File: config.mk
export PLATFORM = sky130hd
export DESIGN_NAME = fiapp_pipe_flat
export DESIGN_NICKNAME = d
export VERILOG_FILES = /design/src/rtl/fiapp_pipe_if.sv /design/src/rtl/fiapp_pipe.sv /design/src/flat_wrapper.sv
export SDC_FILE = /design/constraint.sdc
export NUM_CORES = 1
export LEC_CHECK = 0
export BUFFER_PORTS_ARGS = -buffer_cell sky130_fd_sc_hd__buf_4
export CAP_MARGIN = 10
export CORE_AREA = 5 5 42 44
export DETAILED_ROUTE_END_ITERATION = 8
export DIE_AREA = 0 0 47 49
export HOLD_SLACK_MARGIN = 0.12
export PLACE_DENSITY = 0.64
export SYNTH_ARGS = -nofsm -noshare
export SYNTH_HDL_FRONTEND = slang
export SYNTH_SLANG_ARGS = --single-unit
export TNS_END_PERCENT = 5
File: constraint.sdc
create_clock -name clk -period 1.5 [get_ports clk]
set_input_delay 0.45 -clock clk [delete_from_list [all_inputs] [get_ports clk]]
set_output_delay 0.45 -clock clk [all_outputs]
set_load 0.005 [all_outputs]
File: src/rtl/fiapp_pipe_if.sv
// Bundles the capture inputs and the observed pipeline outputs of fiapp_pipe.
interface fiapp_pipe_if #(
  parameter int unsigned WIDTH = 1,
  parameter int unsigned CNT_W = 4
);
  logic [WIDTH-1:0] a;
  logic             enable;
  logic             flush;
  logic [WIDTH-1:0] o_first;
  logic [WIDTH-1:0] o_last;
  logic [WIDTH-1:0] o_inv;
  logic             o_valid;
  logic             o_change;
  logic [CNT_W-1:0] o_count;

  modport master (
    output a, enable, flush,
    input  o_first, o_last, o_inv, o_valid, o_change, o_count
  );

  modport slave (
    input  a, enable, flush,
    output o_first, o_last, o_inv, o_valid, o_change, o_count
  );
endinterface

File: src/rtl/fiapp_pipe.sv
// Capture-and-delay pipeline: enabled capture into stage 0, fixed-depth shift,
// registered inverted tap, per-stage valid, saturating capture count, change pulse.
module fiapp_pipe #(
  parameter int unsigned WIDTH = 1,
  parameter int unsigned DEPTH = 2,
  parameter int unsigned CNT_W = 4
) (
  input logic         clk,
  input logic         reset,
  fiapp_pipe_if.slave bus
);
  localparam logic [CNT_W-1:0] CNT_MAX = '1;

  logic [DEPTH-1:0][WIDTH-1:0] stage;
  logic [DEPTH-1:0]            valid;
  logic [WIDTH-1:0]            inv_q;
  logic                        change_q;
  logic [CNT_W-1:0]            count_q;
  logic                        armed;

  always_ff @(posedge clk or negedge reset) begin
    if (!reset) begin
      stage    <= '0;
      valid    <= '0;
      inv_q    <= '0;
      change_q <= 1'b0;
      count_q  <= '0;
      armed    <= 1'b0;
    end else if (bus.flush) begin
      stage    <= '0;
      valid    <= '0;
      inv_q    <= '0;
      change_q <= 1'b0;
      count_q  <= '0;
      armed    <= 1'b0;
    end else begin
      if (bus.enable) begin
        stage[0] <= bus.a;
        valid[0] <= 1'b1;
        if (count_q != CNT_MAX)
          count_q <= count_q + 1'b1;
      end
      for (int unsigned i = 1; i < DEPTH; i++)
        stage[i] <= stage[i-1];
      valid[DEPTH-1:1] <= valid[DEPTH-2:0];
      // First edge after reset/flush keeps o_inv at 0 instead of showing ~0.
      inv_q    <= armed ? ~stage[DEPTH-2] : '0;
      armed    <= 1'b1;
      change_q <= bus.enable && (bus.a != stage[0]);
    end
  end

  assign bus.o_first  = stage[0];
  assign bus.o_last   = stage[DEPTH-1];
  assign bus.o_inv    = inv_q;
  assign bus.o_valid  = valid[DEPTH-1];
  assign bus.o_change = change_q;
  assign bus.o_count  = count_q;
endmodule
File: src/flat_wrapper.sv
// flat-port wrapper written by rule: the top's interface ports become plain ports
module fiapp_pipe_flat 
#(
  parameter int unsigned WIDTH = 1,
  parameter int unsigned DEPTH = 2,
  parameter int unsigned CNT_W = 4
)
  (clk, reset, bus_a, bus_enable, bus_flush, bus_o_first, bus_o_last, bus_o_inv, bus_o_valid, bus_o_change, bus_o_count);
  fiapp_pipe_if #(.WIDTH(WIDTH), .CNT_W(CNT_W)) bus_i ();
  input logic clk;
  input logic reset;
  input wire logic [$bits(bus_i.a)-1:0] bus_a;
  input wire logic [$bits(bus_i.enable)-1:0] bus_enable;
  input wire logic [$bits(bus_i.flush)-1:0] bus_flush;
  output wire logic [$bits(bus_i.o_first)-1:0] bus_o_first;
  output wire logic [$bits(bus_i.o_last)-1:0] bus_o_last;
  output wire logic [$bits(bus_i.o_inv)-1:0] bus_o_inv;
  output wire logic [$bits(bus_i.o_valid)-1:0] bus_o_valid;
  output wire logic [$bits(bus_i.o_change)-1:0] bus_o_change;
  output wire logic [$bits(bus_i.o_count)-1:0] bus_o_count;
  assign bus_i.a = bus_a;
  assign bus_i.enable = bus_enable;
  assign bus_i.flush = bus_flush;
  assign bus_o_first = bus_i.o_first;
  assign bus_o_last = bus_i.o_last;
  assign bus_o_inv = bus_i.o_inv;
  assign bus_o_valid = bus_i.o_valid;
  assign bus_o_change = bus_i.o_change;
  assign bus_o_count = bus_i.o_count;
  fiapp_pipe #(.WIDTH(WIDTH), .DEPTH(DEPTH), .CNT_W(CNT_W)) u_core (.clk(clk), .reset(reset), .bus(bus_i));
endmodule
==> flow_summary.toml, run 1 <==
[clocking]
ctsLongestPathBuffers = 2
insertion_delay_ns = 0.27
clkSlewWorstSetupHoldPaths_ns = 0.07
cts-buffers-inserted = 3
cts_max_level = 1
post_cts_resized = 0
clock_sinks = 11
cts-root-buf = "clkbuf_4"
cts_tree = "built"

[synthesis]
synth_seq_cells = 11
post_synth.cell_area_avg_um2 = 12.1
yosysTopAreaCell = "dfrtp_1"
synth.distinct_cells = 18
syn-cell-area_um2 = 460
synth-simple-area-share_pct = 17.1
synth_most_common_cell = "dfrtp_1"
synthTopCellsByArea = "dfrtp_1 60%, a31oi_4 4.6%, mux2i_1 4.3%"
yosys.area_share.adder_pct = 2.72
yosysSeqAreaShare_pct = 59.8
syn_inst = 38
async_reset_ff_share_pct = 100
synth-edff-count = 0
yosysWarnings = 0
synth_mux_area_share_pct = 7.61
synth_compound_gate_area_share_pct = 7.34
synth-xor-area-share_pct = 1.90
synthesis.nets = 44
synth_top_family_by_area = "simple AND/OR/NAND/NOR gates"
synth_top_area_share_pct = 59.8
ys_top_cells_by_count = "11 x dfrtp_1, 4 x nor2_1, 3 x nor2b_1, 3 x nor3_1"
synth_flop_cell = "dfrtp_1"

[placed_design]
pre_cts_slack_ns = 0.148
routabilityCongestion = 0.669
io_buffers = 13
dpl_cell_area_um2 = 573
post-dp-hpwl_um = 639

[worst_setup_path]
crit_type = "flop to flop"
critPathMaxFanout = 5
endpoint_kind = "flop"
start_kind = "flop"
rrSetupSlack_ns = 0.14
crit_required_ns = 1.66
worstPathArrival_ns = 1.52

[drt]
wl_met3_um = 106
wl_met2_um = 349
wl_um = 905
drtIter0Drc = 3
drc = 0
wl_per_cell_um = 12.7
wl_met1_um = 419
viasPerCell = 4.66
drt_pass1_iterations = 4
antenna_left = 0
num_vias = 331
dr.max_layer_used = "met4"

[global_route]
grt_pass1_vias = 331
grt_max_degree = 12
grtUsageTotal_pct = 9.60
grt_antenna_before_repair = 0
grt_pass1_wl_um = 1500
globalRouteOverflowTotal = 0

[layout]
area_growth_pct = 32.3
final_cell_area_um2 = 609
multi_input_area_um2 = 169
n_antenna_cell = 0
fill_cells = 152
regArea_um2 = 275
drive_gt1_share_pct = 36.4
final_net_count = 62

[timing]
slew_headroom_pct = 84.4
fmax_mhz = 734
finalSetupViolations = 0
period_share_pct = 90.8
drv_slew = 0
finalSetupTns_ns = 0
setup_slack_ns = 0.138
fin_crit_ns = 1.36
skew_ns = 0.00186
worst_pin_slew_ns = 0.233
hold_viol = 0
rsz0062_at_grt = "no"

[flow_run]
maxCapViolCount = 0

[min_path]
holdCritPathClass = "input port to flop"

[power_and_ir_drop]
p_per_area_nw_per_um2 = 981
p_leak_nw = 0.300
finalPower_uw = 598
vdd_drop_max_mv = 0.465

[floorplan]
rows = 14
initial_core_util_pct = 32.9
die_y_um = 49
die_w_um = 47
ioPinCount = 14
die_area_um2 = 2300
core_um2 = 1400

[run_status]
status = "complete, no violations"
cell usage in the layout (no fill, tap or decap):
cell type	instances
a211oi_1	1
nor3_1	3
clkbuf_1	1
a21oi_1	1
buf_4	13
and4_1	1
nand4_1	1
mux2_4	1
dlygate4sd3_1	1
nand2_1	2
xnor2_1	1
a31oi_4	1
nor2_1	4
nor3b_1	1
ha_1	1
inv_1	1
dfrtp_1	11
mux2i_1	2
clkbuf_4	3
nor2b_1	3
inv_2	2
critical path, cell delays in order (launching register included):
cell and delay, ns:
dfrtp_1 0.43, ha_1 0.28, a31oi_4 0.23, mux2_4 0.31
sequential cells by signal (all words and copies together) (netlist names):
name and flops:
u_core.bus.o_count 4, u_core.valid 2, u_core.armed 1, u_core.bus.o_change 1
u_core.bus.o_first 1, u_core.bus.o_inv 1, u_core.bus.o_last 1
through the flow:
stage / util (%) / hold slack [ns] / cells
CTS: 43.5 / 0.424 / 71
detailed placement: 40.9 / 0.293 / 66
finish: 43.5 / 0.425 / 71
floorplan: - / 0.154 / 38
global route: 43.5 / 0.422 / 71
global placement: 40.9 / 0.292 / 66
path summary, 6_finish.rpt:
path / start / to / depth (start not counted)
setup / recovery: u_core.bus.o_count[0] / u_core.bus.o_count[0] / 3
hold / removal: bus_flush / u_core.armed / 2
setup reg to reg: u_core.bus.o_count[0] / u_core.bus.o_count[0] / 3
hold reg to reg: u_core.valid[0] / u_core.valid[0] / 2
max in group asynchronous: reset / u_core.bus.o_count[1] / 2
min in group asynchronous: reset / u_core.bus.o_change / 2
where the power goes:
group	internal (mW)	switching [mW]	total, mW
logic	0.0410	0.0331	0.0740
registers	0.312	0.0117	0.323
clock network	0.103	0.0972	0.200
total	0.456	0.142	0.598
area by class of cell:
type	count	area share (%)
Clock buffer	4	4.31
Inverter	3	1.85
Tap cell	16	3.29
Multi-Input combinational cell	23	27.7
Timing Repair Buffer	14	17.7
Sequential cell	11	45.2
kinds of logic after synthesis:
logic type / Yosys count
DFF: 11
adders and majority gates: 1
AOI/OAI and AO/OA: 3
xor gates and xnor gates: 1
and+or+nand+nor: 15
buffers and inverters: 4
muxes: 3
repair_timing:
item	4_1_cts	5_1_grt
buffers inserted	0	0
setup endpoints to repair	0	0
hold buffers	1	0
hold endpoints to repair	11	0
layer usage:
metal  track usage [%]  vias up
li1                  -      161
met1              12.7      155
met2              11.1       13
met3              5.54        2
met4              6.91        0
met5                 0        -
No activity file was read; power rests on OpenSTA's default activity.
==> run 2: changes to the inputs <==
--- a/config.mk
+++ b/config.mk
@@ -5,13 +5,15 @@
 export SDC_FILE = /design/constraint.sdc
 export NUM_CORES = 1
 export LEC_CHECK = 0
+export ABC_AREA = 1
 export BUFFER_PORTS_ARGS = -buffer_cell sky130_fd_sc_hd__buf_4
 export CAP_MARGIN = 10
 export CORE_AREA = 5 5 42 44
 export DETAILED_ROUTE_END_ITERATION = 8
 export DIE_AREA = 0 0 47 49
 export HOLD_SLACK_MARGIN = 0.12
-export PLACE_DENSITY = 0.64
+export PLACE_DENSITY = 0.66
+export RECOVER_POWER = 25
 export SYNTH_ARGS = -nofsm -noshare
 export SYNTH_HDL_FRONTEND = slang
 export SYNTH_SLANG_ARGS = --single-unit
==> flow_summary.toml, run 2 <==
[floorplan]
rows = 14
die_area_um2 = 2300
initial_core_util_pct = 33.9
core_um2 = 1400
die_y_um = 49
die_w_um = 47
ioPinCount = 14

[layout]
final_cell_mix = "16 x nand2_1, 12 x buf_4, 11 x dfrtp_1"
n_antenna_cell = 0
regArea_um2 = 275
layout_commonest_cell = "nand2_1"
stdcell_count = 89
largest_reg_flops = 4
drive_gt1_share_pct = 26.0
fill_cells = 160
multi_input_area_um2 = 168
final_net_count = 80
area_growth_pct = 31.6

[timing]
setup_slack_ns = 0.179
period_share_pct = 88.1
slew_headroom_pct = 62.0
skew_ns = 0.00618
fmax_mhz = 757
drv_slew = 0
finalSetupTns_ns = 0
fin_crit_ns = 1.32
finalSetupViolations = 0
worst_pin_slew_ns = 0.570
hold_viol = 0
rsz0062_at_grt = "no"

[synthesis]
synth_most_common_cell = "nand2_1"
synth.distinct_cells = 13
syn-cell-area_um2 = 475
yosysSeqAreaShare_pct = 57.9
async_reset_ff_share_pct = 100
synthTopCellsByArea = "dfrtp_1 58%, nand2_1 13%, inv_1 5.5%"
synth_flop_cell = "dfrtp_1"
syn_inst = 55
synthesis.nets = 61
ys_top_cells_by_count = "16 x nand2_1, 11 x dfrtp_1, 7 x inv_1, 6 x nor2_1, 5 x nand3_1"
synth_top_area_share_pct = 57.9
synth_seq_cells = 11
synth-edff-count = 0
yosysWarnings = 0
post_synth.cell_area_avg_um2 = 8.64
yosysTopAreaCell = "dfrtp_1"

[min_path]
holdCritPathClass = "input port to flop"
hold_start = "bus_flush"

[power_and_ir_drop]
p_leak_nw = 0.336
finalPower_uw = 589
vdd_drop_max_mv = 0.411
p_per_area_nw_per_um2 = 941

[worst_setup_path]
crit_type = "flop to output pin"
worstPathArrival_ns = 0.87
endpoint = "bus_o_count[0]"
cpMaxStageDelayCell = "dfrtp_1"
start_kind = "flop"
r2r-end = "u_core.bus.o_count[2]"
critical-path-top-delay-family = "flip-flops"
cpPeakStageDelay_ns = 0.44
crit_required_ns = 1.05
endpoint_kind = "output pin"
r2r_cells = 5
cp_num_cells = 1
critPathMaxFanout = 6
startpoint = "u_core.bus.o_count[0]"
regToRegStartpoint = "u_core.bus.o_count[0]"
cp_num_buf_inv = 1
rrSetupSlack_ns = 0.25
crit_path_cell_trace = "buf_4"

[clocking]
cts_tree = "built"
cts-buffers-inserted = 3
insertion_delay_ns = 0.27
post_cts_resized = 0
cts_max_level = 1
clkSlewWorstSetupHoldPaths_ns = 0.08
cts-root-buf = "clkbuf_4"
clock_sinks = 11
ctsLongestPathBuffers = 2
post-cts-setup-buffers = 0

[drt]
drt_pass1_iterations = 4
wl_um = 903
antenna_left = 0
drtIter0Drc = 9
wl_per_cell_um = 10.1
drc = 0
viasPerCell = 4.46
num_vias = 397

[flow_run]
maxCapViolCount = 0

[placed_design]
post-dp-hpwl_um = 687
pre_cts_slack_ns = 0.289
routabilityCongestion = 0.829
dp_cells = 84
io_buffers = 13

[global_route]
grt_pass1_vias = 398
grt_max_degree = 12
grt_pass1_wl_um = 1580
grt_antenna_before_repair = 0
globalRouteOverflowTotal = 0
grtUsageTotal_pct = 9.60

[run_status]
status = "complete, no violations"
## run 2: worst reg2reg max path, delay by kind of cell, from the launching register on
family	cells	cell delay, ns
DFF	1	0.44
and+or+nand+nor	4	0.44
adders and majority gates	1	0.25
## run 2: logic make-up (layout without fill, tap and decap cells)
logic type / count (synthesis) / count (layout) / share of synthesized area [%]
adders and majority gates: 1 / 1 / 2.63
AOI/OAI and AO/OA: 3 / 3 / 3.42
buffers and inverters: 8 / 26 / 6.84
DFF: 11 / 11 / 57.9
and+or+nand+nor: 32 / 32 / 29.2
## run 2: what timing repair did
item                       4_1_cts  5_1_grt
hold buffers                     1        0
setup endpoints to repair        0        0
hold endpoints to repair        11        0
## run 2: area by class of cell
| cell class | instances | share of cell area, % |
|---|---|---|
| repair buffers | 14 | 16.6 |
| clock buffers | 3 | 3.60 |
| inverters | 8 | 5.00 |
| well taps | 16 | 3.20 |
| flip-flops and latches | 11 | 44.0 |
| multi-input cells | 36 | 26.8 |
| clock inverters | 1 | 0.800 |
## run 2: stage by stage
step | cell area [um^2] | hold WS (ns) | util [%]
4_1_cts | 631 | 0.375 | 45.0
3_3_place_gp | 593 | 0.290 | 42.3
5_1_grt | 626 | 0.349 | 44.6
6_report | 626 | 0.368 | 44.6
2_1_floorplan | 475 | 0.154 | -
3_5_place_dp | 593 | 0.292 | 42.3
## run 2: report_power, final
group | internal [mW] | switching (mW)
logic | 0.0325 | 0.0357
registers | 0.312 | 0.0104
clock network | 0.0985 | 0.100
## run 2: per-layer routing
metal / vias to the layer above / wire length, um / global-route usage (%)
met5: - / 0 / 0
met4: 0 / 0 / 5.99
met3: 0 / 77 / 3.69
met2: 10 / 393 / 12.7
met1: 176 / 432 / 12.7
li1: 211 / - / -
## run 2: worst min path at each step
stage	endpoint	slack, ns	cells after the start
6_report	u_core.bus.o_inv	0.37	2
5_1_grt	u_core.bus.o_inv	0.35	2
2_1_floorplan	u_core.armed	0.15	0
3_3_place_gp	u_core.bus.o_change	0.29	1
3_5_place_dp	u_core.bus.o_count[2]	0.29	1
4_1_cts	u_core.bus.o_inv	0.38	2
